[config.mk]
export PLATFORM = sky130hd
export DESIGN_NAME = receiver
export DESIGN_NICKNAME = d
export VERILOG_FILES = /design/src/rtl/uart_pkg.sv /design/src/rtl/uart_rx_sync.sv /design/src/rtl/receiver.sv
export SDC_FILE = /design/constraint.sdc
export NUM_CORES = 1
export LEC_CHECK = 0
export BUFFER_PORTS_ARGS = -buffer_cell sky130_fd_sc_hd__buf_2
export CORE_MARGIN = 1.5
export CORE_UTILIZATION = 55
export CTS_CLUSTER_SIZE = 25
export DETAILED_ROUTE_END_ITERATION = 8
export PLACE_DENSITY = 0.8
export SYNTH_ARGS = -nofsm -noshare
export SYNTH_HDL_FRONTEND = slang
export SYNTH_SLANG_ARGS = --single-unit
[constraint.sdc]
create_clock -name clk -period 2.7 [get_ports clk]
set_input_delay 0 -clock clk [delete_from_list [all_inputs] [get_ports clk]]
set_output_delay 0 -clock clk [all_outputs]
set_load 0.03 [all_outputs]
[src/rtl/uart_pkg.sv]
// rtl/uart_pkg.sv - shared UART state encodings and frame constants
package uart_pkg;

  typedef enum logic [2:0] {
    IDLE   = 3'd0,
    START  = 3'd1,
    DATA   = 3'd2,
    PARITY = 3'd3,
    STOP   = 3'd4
  } uart_state_e;

  localparam int DATA_BITS          = 8;
  localparam int DEFAULT_OVERSAMPLE = 16;

endpackage

[src/rtl/uart_rx_sync.sv]
// rtl/uart_rx_sync.sv - two-flop synchronizer for the serial line, resets to idle-high
module uart_rx_sync (
  input  logic clk,
  input  logic rst,
  input  logic d,
  output logic q
);

  logic meta_q;
  logic sync_q;

  always_ff @(posedge clk or posedge rst) begin
    if (rst) begin
      meta_q <= 1'b1;
      sync_q <= 1'b1;
    end else begin
      meta_q <= d;
      sync_q <= meta_q;
    end
  end

  assign q = sync_q;

endmodule

[src/rtl/receiver.sv]
// rtl/receiver.sv - oversampled UART receiver: 8 data bits, parity, 1 stop, rdy/clear handshake
module receiver
  import uart_pkg::*;
#(
  parameter int OVERSAMPLE = DEFAULT_OVERSAMPLE,
  parameter bit PARITY_ODD = 1'b0
) (
  input  logic                 clk,
  input  logic                 rst,
  input  logic                 rx,
  input  logic                 rx_clk_en,
  input  logic                 rdy_clr,
  output logic [DATA_BITS-1:0] dout,
  output logic                 rdy,
  output logic                 parity_err,
  output logic                 frame_err,
  output logic                 overrun,
  output logic                 rx_busy
);

  localparam int CW = $clog2(OVERSAMPLE);
  localparam int BW = $clog2(DATA_BITS);
  localparam logic [CW-1:0] CNT_HALF = CW'(OVERSAMPLE / 2 - 1);
  localparam logic [CW-1:0] CNT_LAST = CW'(OVERSAMPLE - 1);
  localparam logic [BW-1:0] IDX_LAST = BW'(DATA_BITS - 1);

  logic                 rx_s;
  uart_state_e          state_q, state_d;
  logic [CW-1:0]        cnt_q, cnt_d;
  logic [BW-1:0]        bit_idx_q, bit_idx_d;
  logic [DATA_BITS-1:0] shift_q, shift_d;
  logic                 pbit_q, pbit_d;
  logic [DATA_BITS-1:0] dout_q, dout_d;
  logic                 rdy_q, rdy_d;
  logic                 parity_err_q, parity_err_d;
  logic                 frame_err_q, frame_err_d;
  logic                 overrun_q, overrun_d;

  uart_rx_sync u_sync (
    .clk (clk),
    .rst (rst),
    .d   (rx),
    .q   (rx_s)
  );

  always_comb begin
    state_d      = state_q;
    cnt_d        = cnt_q;
    bit_idx_d    = bit_idx_q;
    shift_d      = shift_q;
    pbit_d       = pbit_q;
    dout_d       = dout_q;
    rdy_d        = rdy_q;
    parity_err_d = parity_err_q;
    frame_err_d  = frame_err_q;
    overrun_d    = overrun_q;

    // Clear is applied first so a completion in the same cycle overrides it.
    if (rdy_clr) begin
      rdy_d        = 1'b0;
      parity_err_d = 1'b0;
      frame_err_d  = 1'b0;
      overrun_d    = 1'b0;
    end

    if (rx_clk_en) begin
      case (state_q)
        IDLE: begin
          if (!rx_s) begin
            state_d = START;
            cnt_d   = '0;
          end
        end
        START: begin
          if (cnt_q == CNT_HALF) begin
            cnt_d     = '0;
            bit_idx_d = '0;
            state_d   = rx_s ? IDLE : DATA;
          end else begin
            cnt_d = cnt_q + CW'(1);
          end
        end
        DATA: begin
          if (cnt_q == CNT_LAST) begin
            shift_d   = {rx_s, shift_q[DATA_BITS-1:1]};
            cnt_d     = '0;
            bit_idx_d = bit_idx_q + BW'(1);
            if (bit_idx_q == IDX_LAST) state_d = PARITY;
          end else begin
            cnt_d = cnt_q + CW'(1);
          end
        end
        PARITY: begin
          if (cnt_q == CNT_LAST) begin
            pbit_d  = rx_s;
            cnt_d   = '0;
            state_d = STOP;
          end else begin
            cnt_d = cnt_q + CW'(1);
          end
        end
        STOP: begin
          if (cnt_q == CNT_LAST) begin
            dout_d       = shift_q;
            rdy_d        = 1'b1;
            parity_err_d = ((^shift_q) ^ pbit_q) != PARITY_ODD;
            frame_err_d  = ~rx_s;
            overrun_d    = rdy_q & ~rdy_clr;
            cnt_d        = '0;
            state_d      = IDLE;
          end else begin
            cnt_d = cnt_q + CW'(1);
          end
        end
        default: state_d = IDLE;
      endcase
    end
  end

  always_ff @(posedge clk or posedge rst) begin
    if (rst) begin
      state_q      <= IDLE;
      cnt_q        <= '0;
      bit_idx_q    <= '0;
      shift_q      <= '0;
      pbit_q       <= 1'b0;
      dout_q       <= '0;
      rdy_q        <= 1'b0;
      parity_err_q <= 1'b0;
      frame_err_q  <= 1'b0;
      overrun_q    <= 1'b0;
    end else begin
      state_q      <= state_d;
      cnt_q        <= cnt_d;
      bit_idx_q    <= bit_idx_d;
      shift_q      <= shift_d;
      pbit_q       <= pbit_d;
      dout_q       <= dout_d;
      rdy_q        <= rdy_d;
      parity_err_q <= parity_err_d;
      frame_err_q  <= frame_err_d;
      overrun_q    <= overrun_d;
    end
  end

  assign dout       = dout_q;
  assign rdy        = rdy_q;
  assign parity_err = parity_err_q;
  assign frame_err  = frame_err_q;
  assign overrun    = overrun_q;
  assign rx_busy    = (state_q != IDLE);

endmodule

==> run_results.csv <==
group,metric,value,unit
run_status,run_status,"completed",
synth,ys_seq_area_share,52.1,%
critical_path,regToRegEndpoint,"parity_err",
synth,synth_seq_cells,33,
sta,tightest_slew,1.14,ns
drt,vias,1135,
clock_network,h-tree-depth,2,
final_layout,synthToLayoutAreaGrowth,13.0,%
place,place_congestion,0.826,
floorplanning,initial_utilization,57.6,%
drt,drt_iter0_drc,45,
power,switching_share,29.6,%
drt,ant_nets,0,
clock_network,cts-root-buf,"clkbuf_4",
power,ir_worst_vdd,0.507,mV
power,p_sw,0.384,mW
clock_network,cts_made_buffers,5,
floorplanning,dieWidth,56.8,µm
clock_network,insertion_delay,0.33,ns
floorplanning,core_area,2760,µm²
synth,yosysUniqueCellTypes,41,
synth,ys_warn_count,0,
global_route,grt_pass1_wl,4640,µm
clock_network,clkTransAtPathRegs,0.10,ns
sta,skew,0.0163,ns
critical_path,crit_type,"reg2reg",
sta,drv_slew,0,
synth,synth_top_area_share,48.8,%
floorplanning,pin_count,18,
drt,via_per_inst,5.65,
floorplanning,die_area,3220,µm²
sta,setup_viol,0,
min_path,worstHoldPathType,"in2reg",
synth,syn-cell-area,1590,µm²
power,seq_power_share,49.7,%
clock_network,clock_path_buffers,2,
run,cap_viol_max_count,0,
clock_network,cts_resized,0,
sta,holdWs,0.149,ns
critical_path,rr_worst_depth,5,
synth,synth.area.top_cells,"dfrtp_1 (49%), nand2_1 (7.3%), mux2_2 (7.1%)",
sta,max_freq,0.510,GHz
critical_path,critPathMaxFanout,14,
synth,synth_common_cells,"dfrtp_1 (31), nand2_1 (31), mux2_2 (10)",
synth,synth_edf_count,0,
drt,first_pass_iters,4,
sta,tns,0,ns
clock_network,post_cts_buffers,0,
final_layout,nets,177,
floorplanning,rows,19,
global_route,grt_start_max_net_pins,33,
sta,rsz0062_at_grt,"false",
power,power,1.30,mW
power,power.share.clock,29.3,%
global_route,gr-total-overflow,0,
place,dp_hpwl,1830,µm
synth,ys.flop_type,"dfrtp_1",
drt,drt-total-wl,2660,µm
critical_path,reg2reg_from,"cnt_q[0]",
clock_network,cts.sinks,33,
sta,slew_headroom,23.6,%
clock_network,ctsHoldBuffers,3,
sta,setup_ws,0.741,ns
critical_path,endpoint_kind,"flip-flop",
power,p_comb_share,21.0,%
global_route,grt_usage,18.9,%
drt,wl_per_cell,13.2,µm
clock_network,cts_tree,"yes",
global_route,grt_pass1_vias,1068,
place,place_ws,0.735,ns
critical_path,setup.worst_path.end,"parity_err",
synth,synth_area_per_cell,10.8,µm²
place,portBuffers,17,
sta,finalCriticalPeriod,1.96,ns
power,p_int,0.915,mW
sta,min_period_over_period,72.6,%
power,cellPowerDensity,724,nW/µm²
sta,timing.final.hold_violations,0,
synth,syn_inst,147,
synth,async_flop_share,100,%
critical_path,r2r_slack,0.74,ns
synth,syn_nets,155,
floorplanning,die_h,56.8,µm
critical_path,cp.arrival,2.16,ns
critical_path,required,2.90,ns
critical_path,cp-startpoint,"cnt_q[0]",
drt,drc,0,
synth,yosys.area.top_type,"dfrtp_1",
critical_path,startpoint_type,"flip-flop",
power,leakage,0.925,nW
final_layout,antenna-diode-count,0,
global_route,antenna_found_initial,0,
final_layout,drive_gt1_share,24.7,%
placed cells by master, fill, tap and decap left out, types with 3 or more instances in the layout:
master and n:
xnor2_1 4, ha_1 3, a21oi_1 3, dlygate4sd3_1 3, inv_1 3, buf_2 17, nand2_1 31, clkbuf_4 5
nand2b_1 3, nand3b_1 3, mux2_2 10, o21ai_0 8, dfrtp_1 31, nor2_1 5, nand3_1 3
per-layer routing:
| metal | vias to the layer above | GRT usage [%] | wire (µm) |
|---|---|---|---|
| met3 | 7 | 4.84 | 124 |
| met5 | - | 0 | 0 |
| met4 | 0 | 8.97 | 49 |
| met1 | 543 | 25.7 | 1320 |
| met2 | 31 | 28.2 | 1160 |
| li1 | 554 | - | - |
power groups by stage:
stage	registers (mW)	clock network, mW	logic, mW
after detailed placement	0.653	0	0.270
after floorplan	0.612	0	0.257
final	0.646	0.381	0.273
after global placement	0.646	0	0.262
after global routing	0.658	0.409	0.308
after CTS	0.644	0.391	0.275
logic make-up (layout without fill, tap and decap cells):
group                      count (synthesis)  count (layout)  synth area share [%]
AOI/OAI and AO/OA                         23              23                  9.13
adders and majority gates                  3               3                  2.36
DFF                                       33              33                  52.1
and+or+nand+nor                           59              59                  19.8
buffers and inverters                     10              33                  3.46
muxes                                     12              12                  8.35
xor gates and xnor gates                   7               7                  4.72
per-stage QoR:
stage | util [%] | std cells | area, µm²
final | 65.1 | 201 | 1800
after global placement | 60.9 | 190 | 1680
after detailed placement | 60.9 | 190 | 1680
after floorplan | - | 147 | 1590
after global routing | 65.1 | 201 | 1800
after CTS | 65.1 | 201 | 1800
worst max-delay path: stages, from the launching register on:
cell	delay, ns
dfrtp_1	0.40
ha_1	0.28
nand3_2	0.15
or4_1	0.73
nand3b_1	0.18
o21ai_0	0.09
final cells by class:
type	instances	area (µm²)
sequential	33	828
tap	31	38.8
inverter	4	15.0
multi-input combinational	104	706
timing repair buffer	21	123
clock inverter	1	30.0
clock buffer	7	55.1
fill	210	962
worst min path at each step:
| stage | cells past startpoint | slack, ns | to | from |
|---|---|---|---|---|
| 3_5_place_dp | 1 | 0.11 | u_sync.meta_q | rx |
| 3_3_place_gp | 1 | 0.11 | u_sync.meta_q | rx |
| 4_1_cts | 3 | 0.13 | state_q[2] | rx_clk_en |
| 2_1_floorplan | 0 | 0.004 | u_sync.meta_q | rx |
| 5_1_grt | 3 | 0.17 | state_q[1] | rx_clk_en |
| 6_report | 3 | 0.15 | state_q[2] | rx_clk_en |
registers in the layout (all words and copies together), names as in the netlist:
| register | flops |
|---|---|
| bit_idx_q | 3 |
| cnt_q | 4 |
| dout | 8 |
| frame_err | 1 |
| overrun | 1 |
| parity_err | 1 |
| pbit_q | 1 |
| rdy | 1 |
| shift_q | 8 |
| state_q | 3 |
| u_sync.meta_q | 1 |
| u_sync.q | 1 |
Note: power is estimated with default switching activity, not from simulation.
